### config.mk
export PLATFORM = sky130hd
export DESIGN_NAME = instr_mem_fetch
export DESIGN_NICKNAME = d
export VERILOG_FILES = /design/src/rtl/instr_mem_fetch.sv
export SDC_FILE = /design/constraint.sdc
export NUM_CORES = 2
export LEC_CHECK = 0
export CAP_MARGIN = 5
export CORE_ASPECT_RATIO = 0.7
export CORE_UTILIZATION = 55
export DETAILED_ROUTE_END_ITERATION = 8
export GPL_TIMING_DRIVEN = 1
export HOLD_SLACK_MARGIN = 0.06
export PLACE_DENSITY_LB_ADDON = 0.3
export SLEW_MARGIN = 20
export SYNTH_ARGS = -nofsm -noshare
export SYNTH_HDL_FRONTEND = slang
export SYNTH_SLANG_ARGS = --single-unit
### constraint.sdc
create_clock -name clk -period 4.9 [get_ports clk]
set_input_delay 1.225 -clock clk [delete_from_list [all_inputs] [get_ports clk]]
set_output_delay 1.225 -clock clk [all_outputs]
set_load 0.005 [all_outputs]
### src/rtl/instr_mem_fetch.sv
// Writable instruction memory with a valid/ready fetch channel, a 1-cycle read and a 2-entry response FIFO.
// Optional INSTR_MEM_PARITY_EN adds a stored even-parity bit per word and an rsp_perr output.
module instr_mem_fetch #(
  parameter int                DATA_W        = 32,
  parameter int                ADDR_W        = 16,
  parameter int                DEPTH         = 64,
  parameter logic [DATA_W-1:0] DEFAULT_INSTR = 32'hD60003E0
) (
  input  logic              clk,
  input  logic              rst_n,
  input  logic              req_valid,
  output logic              req_ready,
  input  logic [ADDR_W-1:0] req_addr,
  output logic              rsp_valid,
  input  logic              rsp_ready,
  output logic [DATA_W-1:0] rsp_data,
  output logic              rsp_oob,
  input  logic              ld_en,
  input  logic [ADDR_W-1:0] ld_addr,
  input  logic [DATA_W-1:0] ld_data,
  output logic              busy
`ifdef INSTR_MEM_PARITY_EN
  ,
  output logic              rsp_perr
`endif
);

  localparam int IDX_W = (DEPTH > 1) ? $clog2(DEPTH) : 1;
  localparam logic [ADDR_W:0]  DEPTH_EXT = (ADDR_W+1)'(DEPTH);
  localparam logic [IDX_W-1:0] LAST_IDX  = IDX_W'(DEPTH - 1);
`ifdef INSTR_MEM_PARITY_EN
  localparam int WORD_W = DATA_W + 1;
`else
  localparam int WORD_W = DATA_W;
`endif

  localparam logic [0:0] INIT = 1'b0;
  localparam logic [0:0] RUN  = 1'b1;

  function automatic logic [WORD_W-1:0] pack_word(input logic [DATA_W-1:0] d);
`ifdef INSTR_MEM_PARITY_EN
    return {^d, d};
`else
    return d;
`endif
  endfunction

  logic [0:0]        state;
  logic [IDX_W-1:0]  init_ptr;
  logic [WORD_W-1:0] mem [DEPTH];

  logic              ld_in_range, rd_in_range, ld_wr;
  logic [WORD_W-1:0] rd_word;

  logic              vld_p0, pop;
  logic [DATA_W-1:0] data_p0;
  logic              oob_p0, perr_p0;

  logic              head, tail;
  logic [1:0]        count;
  logic [DATA_W-1:0] fifo_data [2];
  logic              fifo_oob  [2];
  logic              fifo_perr [2];

  assign ld_in_range = ({1'b0, ld_addr} < DEPTH_EXT);
  assign rd_in_range = ({1'b0, req_addr} < DEPTH_EXT);
  assign ld_wr       = (state == RUN) && ld_en && ld_in_range;

  assign busy      = (state == INIT);
  assign req_ready = (state == RUN) && !ld_en && (count < 2'd2);
  assign rsp_valid = (count != 2'd0);
  assign rsp_data  = fifo_data[head];
  assign rsp_oob   = fifo_oob[head];
`ifdef INSTR_MEM_PARITY_EN
  assign rsp_perr  = fifo_perr[head];
`endif

  // Array: no reset, INIT rewrites every entry after each reset release.
  always_ff @(posedge clk) begin
    if (state == INIT)
      mem[init_ptr] <= pack_word(DEFAULT_INSTR);
    else if (ld_wr)
      mem[ld_addr[IDX_W-1:0]] <= pack_word(ld_data);
  end

  // Stage p0: read the array at the accepting edge and push straight into the FIFO.
  assign vld_p0  = req_valid && req_ready;
  assign pop     = rsp_valid && rsp_ready;
  assign rd_word = mem[req_addr[IDX_W-1:0]];
  assign data_p0 = rd_in_range ? rd_word[DATA_W-1:0] : DEFAULT_INSTR;
  assign oob_p0  = !rd_in_range;
  assign perr_p0 = rd_in_range && (^rd_word) && (WORD_W > DATA_W);
  // Tail never aliases head while the head entry is valid, so the head holds still under backpressure.
  assign tail    = head ^ count[0];

  always_ff @(posedge clk or negedge rst_n) begin
    if (!rst_n) begin
      state    <= INIT;
      init_ptr <= '0;
      head     <= 1'b0;
      count    <= 2'd0;
      for (int i = 0; i < 2; i++) begin
        fifo_data[i] <= DEFAULT_INSTR;
        fifo_oob[i]  <= 1'b0;
        fifo_perr[i] <= 1'b0;
      end
    end else begin
      if (state == INIT) begin
        if (init_ptr == LAST_IDX)
          state <= RUN;
        else
          init_ptr <= init_ptr + 1'b1;
      end
      if (vld_p0) begin
        fifo_data[tail] <= data_p0;
        fifo_oob[tail]  <= oob_p0;
        fifo_perr[tail] <= perr_p0;
      end
      if (pop)
        head <= ~head;
      case ({vld_p0, pop})
        2'b10:   count <= count + 2'd1;
        2'b01:   count <= count - 2'd1;
        default: count <= count;
      endcase
    end
  end

endmodule
==> impl_results.html <==
<table>
<tr><th>Metric</th><th>Value</th></tr>
<tr><th colspan="2">Synth</th></tr>
<tr><td>Number of unique standard cell types used by synthesis</td><td>67</td></tr>
<tr><td>Count of flip-flops with a built-in enable after synthesis</td><td>2,048</td></tr>
<tr><td>Number of nets produced by synthesis</td><td>4,040</td></tr>
<tr><td>Top_reg_cell synth</td><td>sky130_fd_sc_hd__edfxtp_1</td></tr>
<tr><td>Yosys Warn Count</td><td>0</td></tr>
<tr><td>Per-instance average area after synthesis</td><td>20.7 sq um</td></tr>
<tr><td>Cell Area, Synth</td><td>82,200 sq um</td></tr>
<tr><td>Yosys reg bits</td><td>2,124</td></tr>
<tr><td>Share of synthesized flip-flops with an asynchronous set or reset</td><td>0.0358</td></tr>
<tr><td>Synth Instances</td><td>3,969</td></tr>
<tr><td>Sequential element share of the synthesized area</td><td>0.772</td></tr>
<tr><th colspan="2">Cells and area</th></tr>
<tr><td>Fraction of layout cells with a size suffix above 1</td><td>0.252</td></tr>
<tr><td>Area growth from synthesis to layout</td><td>13.9%</td></tr>
<tr><td>Fill cell count</td><td>9,668</td></tr>
<tr><td>Final Util</td><td>0.632</td></tr>
<tr><td>Count of inserted antenna diode cells</td><td>0</td></tr>
<tr><td>Final Net Count</td><td>4,317</td></tr>
<tr><td>Count of placed standard cells in the final layout, fillers left out</td><td>6,381</td></tr>
<tr><th colspan="2">Placed design</th></tr>
<tr><td>Placed wire-length estimate</td><td>125,000 um</td></tr>
<tr><td>Port bufs</td><td>104</td></tr>
<tr><td>Instance count after placement with tap cells included</td><td>6,040</td></tr>
<tr><td>Placement Setup Slack</td><td>0.184 ns</td></tr>
<tr><td>GP Congestion</td><td>0.906</td></tr>
<tr><th colspan="2">STA</th></tr>
<tr><td>Setup ws final</td><td>0.684 ns</td></tr>
<tr><td>Max Fclk</td><td>0.237 GHz</td></tr>
<tr><td>Total Neg Setup Slack</td><td>0 ns</td></tr>
<tr><td>Actual transition at the worst max-transition pin</td><td>1.14 ns</td></tr>
<tr><td>Setup-violating endpoint count in the final report</td><td>0</td></tr>
<tr><td>Final Hold Vio Count</td><td>0</td></tr>
<tr><td>Worst setup skew after layout</td><td>0.0266 ns</td></tr>
<tr><td>Time the worst path needs with I/O delays and setup</td><td>4.22 ns</td></tr>
<tr><td>Slew Limit Fails</td><td>0</td></tr>
<tr><td>Share of the cycle needed by the critical path after routing</td><td>0.860</td></tr>
<tr><td>Normalized max-slew margin</td><td>0.238</td></tr>
<tr><td>RSZ-0062 raised after global routing</td><td>no</td></tr>
<tr><th colspan="2">Global route</th></tr>
<tr><td>Total global routing overflow</td><td>0</td></tr>
<tr><td>Vias in the first global route</td><td>40,400</td></tr>
<tr><td>Initial antenna violation count</td><td>2</td></tr>
<tr><td>First-pass GRT wire length</td><td>293,000 um</td></tr>
<tr><td>Pin count of the biggest net entering global routing</td><td>75</td></tr>
<tr><td>Overall global routing resource usage</td><td>0.272</td></tr>
<tr><th colspan="2">Critical path</th></tr>
<tr><td>Chain of cells forming the critical path</td><td>buf_4 &gt; mux2_2 &gt; clkdlybuf4s50_1</td></tr>
<tr><td>Combined buffer and inverter count along the critical path</td><td>2</td></tr>
<tr><td>Critical-path maximum fanout</td><td>25</td></tr>
<tr><td>Reg2reg end</td><td>mem[18][20]$_DFFE_PP_</td></tr>
<tr><td>Type of element launching the critical path</td><td>flip-flop</td></tr>
<tr><td>Reg2reg setup slack</td><td>1.30 ns</td></tr>
<tr><td>Launch instance of the worst register-to-register path</td><td>state$_DFF_PN0_</td></tr>
<tr><td>Depth of the most critical reg-to-reg path</td><td>6</td></tr>
<tr><td>Category of the worst setup path capture point</td><td>output pin</td></tr>
<tr><td>Maximum cell stage delay along the critical path</td><td>0.94 ns</td></tr>
<tr><td>Slowest-stage cell, CP</td><td>sky130_fd_sc_hd__dfrtp_2</td></tr>
<tr><td>Arrival time of data at the critical path endpoint</td><td>2.99 ns</td></tr>
<tr><td>Data required time of the critical path</td><td>3.67 ns</td></tr>
<tr><td>Gate family responsible for the most delay along the worst path</td><td>flip-flops</td></tr>
<tr><td>Stages on the worst setup path</td><td>3</td></tr>
<tr><td>Category of the most critical setup path</td><td>flip-flop to output pin</td></tr>
<tr><th colspan="2">Clock tree</th></tr>
<tr><td>CTS H-tree depth</td><td>4</td></tr>
<tr><td>Insertion delay to the later sink of the worst-skew pair</td><td>0.81 ns</td></tr>
<tr><td>Buffer count from post-CTS setup fixing</td><td>0</td></tr>
<tr><td>TritonCTS clock tree</td><td>built</td></tr>
<tr><td>Number of clock sinks</td><td>2,124</td></tr>
<tr><td>CTS clock-pin slew for the worst setup and hold paths</td><td>0.07 ns</td></tr>
<tr><td>Post-cts resize count</td><td>0</td></tr>
<tr><td>Number of buffers on the longest clock path</td><td>3</td></tr>
<tr><td>Hold-fix buffer count after cts</td><td>0</td></tr>
<tr><td>Root buf cell</td><td>sky130_fd_sc_hd__clkbuf_16</td></tr>
<tr><td>Clock buffers created by TritonCTS</td><td>182</td></tr>
<tr><th colspan="2">Routing</th></tr>
<tr><td>Residual antenna-violating net count after detailed routing</td><td>0</td></tr>
<tr><td>Number of DRC markers in iteration 0</td><td>5,835</td></tr>
<tr><td>Total wire length after detailed routing</td><td>204,000 um</td></tr>
<tr><td>Mean number of vias per cell</td><td>6.56</td></tr>
<tr><td>Post-route DRC violation count</td><td>26</td></tr>
<tr><td>DRT Pass-1 Iters</td><td>9</td></tr>
<tr><td>DR vias</td><td>41,800</td></tr>
<tr><td>Wirelength per Cell</td><td>32.0 um</td></tr>
<tr><th colspan="2">Power</th></tr>
<tr><td>Sequential Power Share</td><td>0.562</td></tr>
<tr><td>Combinational share of power</td><td>0.030</td></tr>
<tr><td>Leakage power figure</td><td>25.0 nW</td></tr>
<tr><td>Pwr Density</td><td>375 nW/um^2</td></tr>
<tr><td>P_int</td><td>28.0 mW</td></tr>
<tr><td>Clock share of power</td><td>0.409</td></tr>
<tr><td>Maximum resistive drop on vdd</td><td>0.412 mV</td></tr>
<tr><td>Net switching power figure</td><td>7.09 mW</td></tr>
<tr><td>Switching part of the total power</td><td>0.202</td></tr>
<tr><th colspan="2">Floorplanning</th></tr>
<tr><td>Chip width</td><td>464 um</td></tr>
<tr><td>Chip height</td><td>325 um</td></tr>
<tr><td>Core Rows</td><td>118</td></tr>
<tr><td>Floorplan Core Area</td><td>148,000 sq um</td></tr>
<tr><td>Total Die Area</td><td>151,000 sq um</td></tr>
<tr><td>I/O pin cnt</td><td>105</td></tr>
<tr><td>Initial standard-cell utilization of the core</td><td>0.555</td></tr>
<tr><th colspan="2">Min path</th></tr>
<tr><td>Hold-critical path endpoint</td><td>fifo_data[41]$_DFFE_PN1P_</td></tr>
<tr><td>Cells on Worst Hold Path</td><td>2</td></tr>
<tr><td>Path class of the lowest-slack min-delay path</td><td>flip-flop to flip-flop</td></tr>
<tr><td>Start point of the worst min-delay path</td><td>fifo_data[41]$_DFFE_PN1P_</td></tr>
<tr><th colspan="2">Outcome</th></tr>
<tr><td>Status</td><td>finished, violations left</td></tr>
<tr><td>Violated checks</td><td>design-rule violations</td></tr>
<tr><th colspan="2">Job</th></tr>
<tr><td>Max cap viols</td><td>0</td></tr>
</table>
## metrics by stage
step | total power, mW | area (sq um) | hold slack, ns
2_1_floorplan | 20.7 | 82200 | 0.441
3_3_place_gp | 21.1 | 87700 | 0.449
3_5_place_dp | 21.1 | 87700 | 0.454
4_1_cts | 35.2 | 93600 | 0.464
5_1_grt | 35.9 | 93600 | 0.484
6_report | 35.1 | 93600 | 0.462
## sequential cells by signal, summed over array words and instances, names as in the netlist
name       cells
fifo_data     64
mem         2048
state          1
count          2
fifo_oob       2
init_ptr       6
head           1
## synth_stat cells, drive strengths merged, types with 3 or more instances
cell | instances | share of area
and3b | 3 | 0.00032
a31oi | 3 | 0.00023
o211ai | 4 | 0.00037
inv | 4 | 0.00018
nand2 | 163 | 0.0074
or2 | 5 | 0.00038
dfstp | 20 | 0.0064
nand4 | 4 | 0.00030
and2 | 28 | 0.0021
o32ai | 10 | 0.0011
a311oi | 3 | 0.00032
mux4 | 399 | 0.11
and3 | 5 | 0.00038
a22oi | 54 | 0.0049
xor2 | 5 | 0.00053
a221oi | 5 | 0.00053
buf | 160 | 0.013
a2111oi | 5 | 0.00056
edfxtp | 2048 | 0.75
nand3 | 56 | 0.0034
nor2 | 123 | 0.0056
o22ai | 98 | 0.0075
a22o | 8 | 0.00085
dfrtp | 56 | 0.017
a21oi | 18 | 0.0011
o41ai | 4 | 0.00043
o221ai | 4 | 0.00043
nor2b | 27 | 0.0021
nand3b | 11 | 0.0011
mux2i | 230 | 0.028
clkbuf | 57 | 0.0027
a211oi | 52 | 0.0047
nor4 | 25 | 0.0021
xnor2 | 6 | 0.00064
nand2b | 16 | 0.0012
or3 | 7 | 0.00053
nor3 | 30 | 0.0018
o21ai | 81 | 0.0049
o31ai | 9 | 0.00082
mux2 | 100 | 0.014
## worst min-delay path: cells and delay by family (launching register included)
kind / cells / cell delay (ns)
DFF: 1 / 0.37
AOI/OAI and AO/OA: 1 / 0.05
and+or+nand+nor: 1 / 0.04
## cells by family after synthesis
family          count (synthesis)  share of synthesized area
flops                        2124                      0.772
mux                           729                      0.151
simple gates                  511                     0.0297
compound gates                371                     0.0303
buf+inv                       221                     0.0158
xor+xnor                       11                    0.00117
fa+ha+maj                       2                   0.000304
## how the worst max path moves through the flow
| stage | from | endpoint | slack, ns |
|---|---|---|---|
| global placement | ld_en | mem[18][15]$_DFFE_PP_ | 0.19 |
| floorplan | ld_addr[11] | mem[40][0]$_DFFE_PP_ | 0.55 |
| finish | head$_DFFE_PN0P_ | rsp_data[7] | 0.68 |
| global route | head$_DFFE_PN0P_ | rsp_data[7] | 0.63 |
| detailed placement | ld_en | mem[18][15]$_DFFE_PP_ | 0.18 |
| CTS | head$_DFFE_PN0P_ | rsp_data[7] | 0.66 |
## power groups by stage
stage	registers, mW	clock network, mW	logic, mW
2_1_floorplan	20.0	0	0.716
3_3_place_gp	20.1	0	1.04
3_5_place_dp	20.1	0	1.04
4_1_cts	19.7	14.5	1.05
5_1_grt	19.7	15.1	1.10
6_report	19.7	14.3	1.04
## layer usage
metal,up-vias,wire (um),track usage
li1,17000,-,-
met1,21900,81900,0.413
met2,2610,93800,0.404
met3,342,21800,0.0475
met4,0,6650,0.0909
met5,-,0,0
## layout make-up
class | instances | area (sq um) | share of cell area
clock buffer | 222 | 4890 | 0.0523
clock inverter | 117 | 1000 | 0.0107
inverter | 4 | 15.0 | 0.000160
multi-input combinational | 1624 | 18000 | 0.192
sequential | 2124 | 63400 | 0.678
tap | 1980 | 2480 | 0.0265
timing repair buffer | 310 | 3780 | 0.0404
## cells in the final DEF, fill, tap and decap left out, types with 25 or more instances in the layout
cell type	n
sky130_fd_sc_hd__dfrtp_1	55
sky130_fd_sc_hd__a211oi_1	52
sky130_fd_sc_hd__a22oi_1	54
sky130_fd_sc_hd__clkinv_1	42
sky130_fd_sc_hd__clkinv_2	46
sky130_fd_sc_hd__clkbuf_1	29
sky130_fd_sc_hd__mux2i_1	230
sky130_fd_sc_hd__nand2_1	161
sky130_fd_sc_hd__o21ai_0	54
sky130_fd_sc_hd__nor2_1	58
sky130_fd_sc_hd__nor2_4	64
sky130_fd_sc_hd__buf_4	113
sky130_fd_sc_hd__clkdlybuf4s50_1	99
sky130_fd_sc_hd__mux2_2	100
sky130_fd_sc_hd__edfxtp_1	2048
sky130_fd_sc_hd__buf_12	94
sky130_fd_sc_hd__nand3_1	56
sky130_fd_sc_hd__clkbuf_16	189
sky130_fd_sc_hd__o22ai_1	98
sky130_fd_sc_hd__nor2b_1	25
sky130_fd_sc_hd__mux4_2	399
sky130_fd_sc_hd__o21ai_1	27
sky130_fd_sc_hd__nor3_1	30
Note: power is estimated with default switching activity, not from simulation.
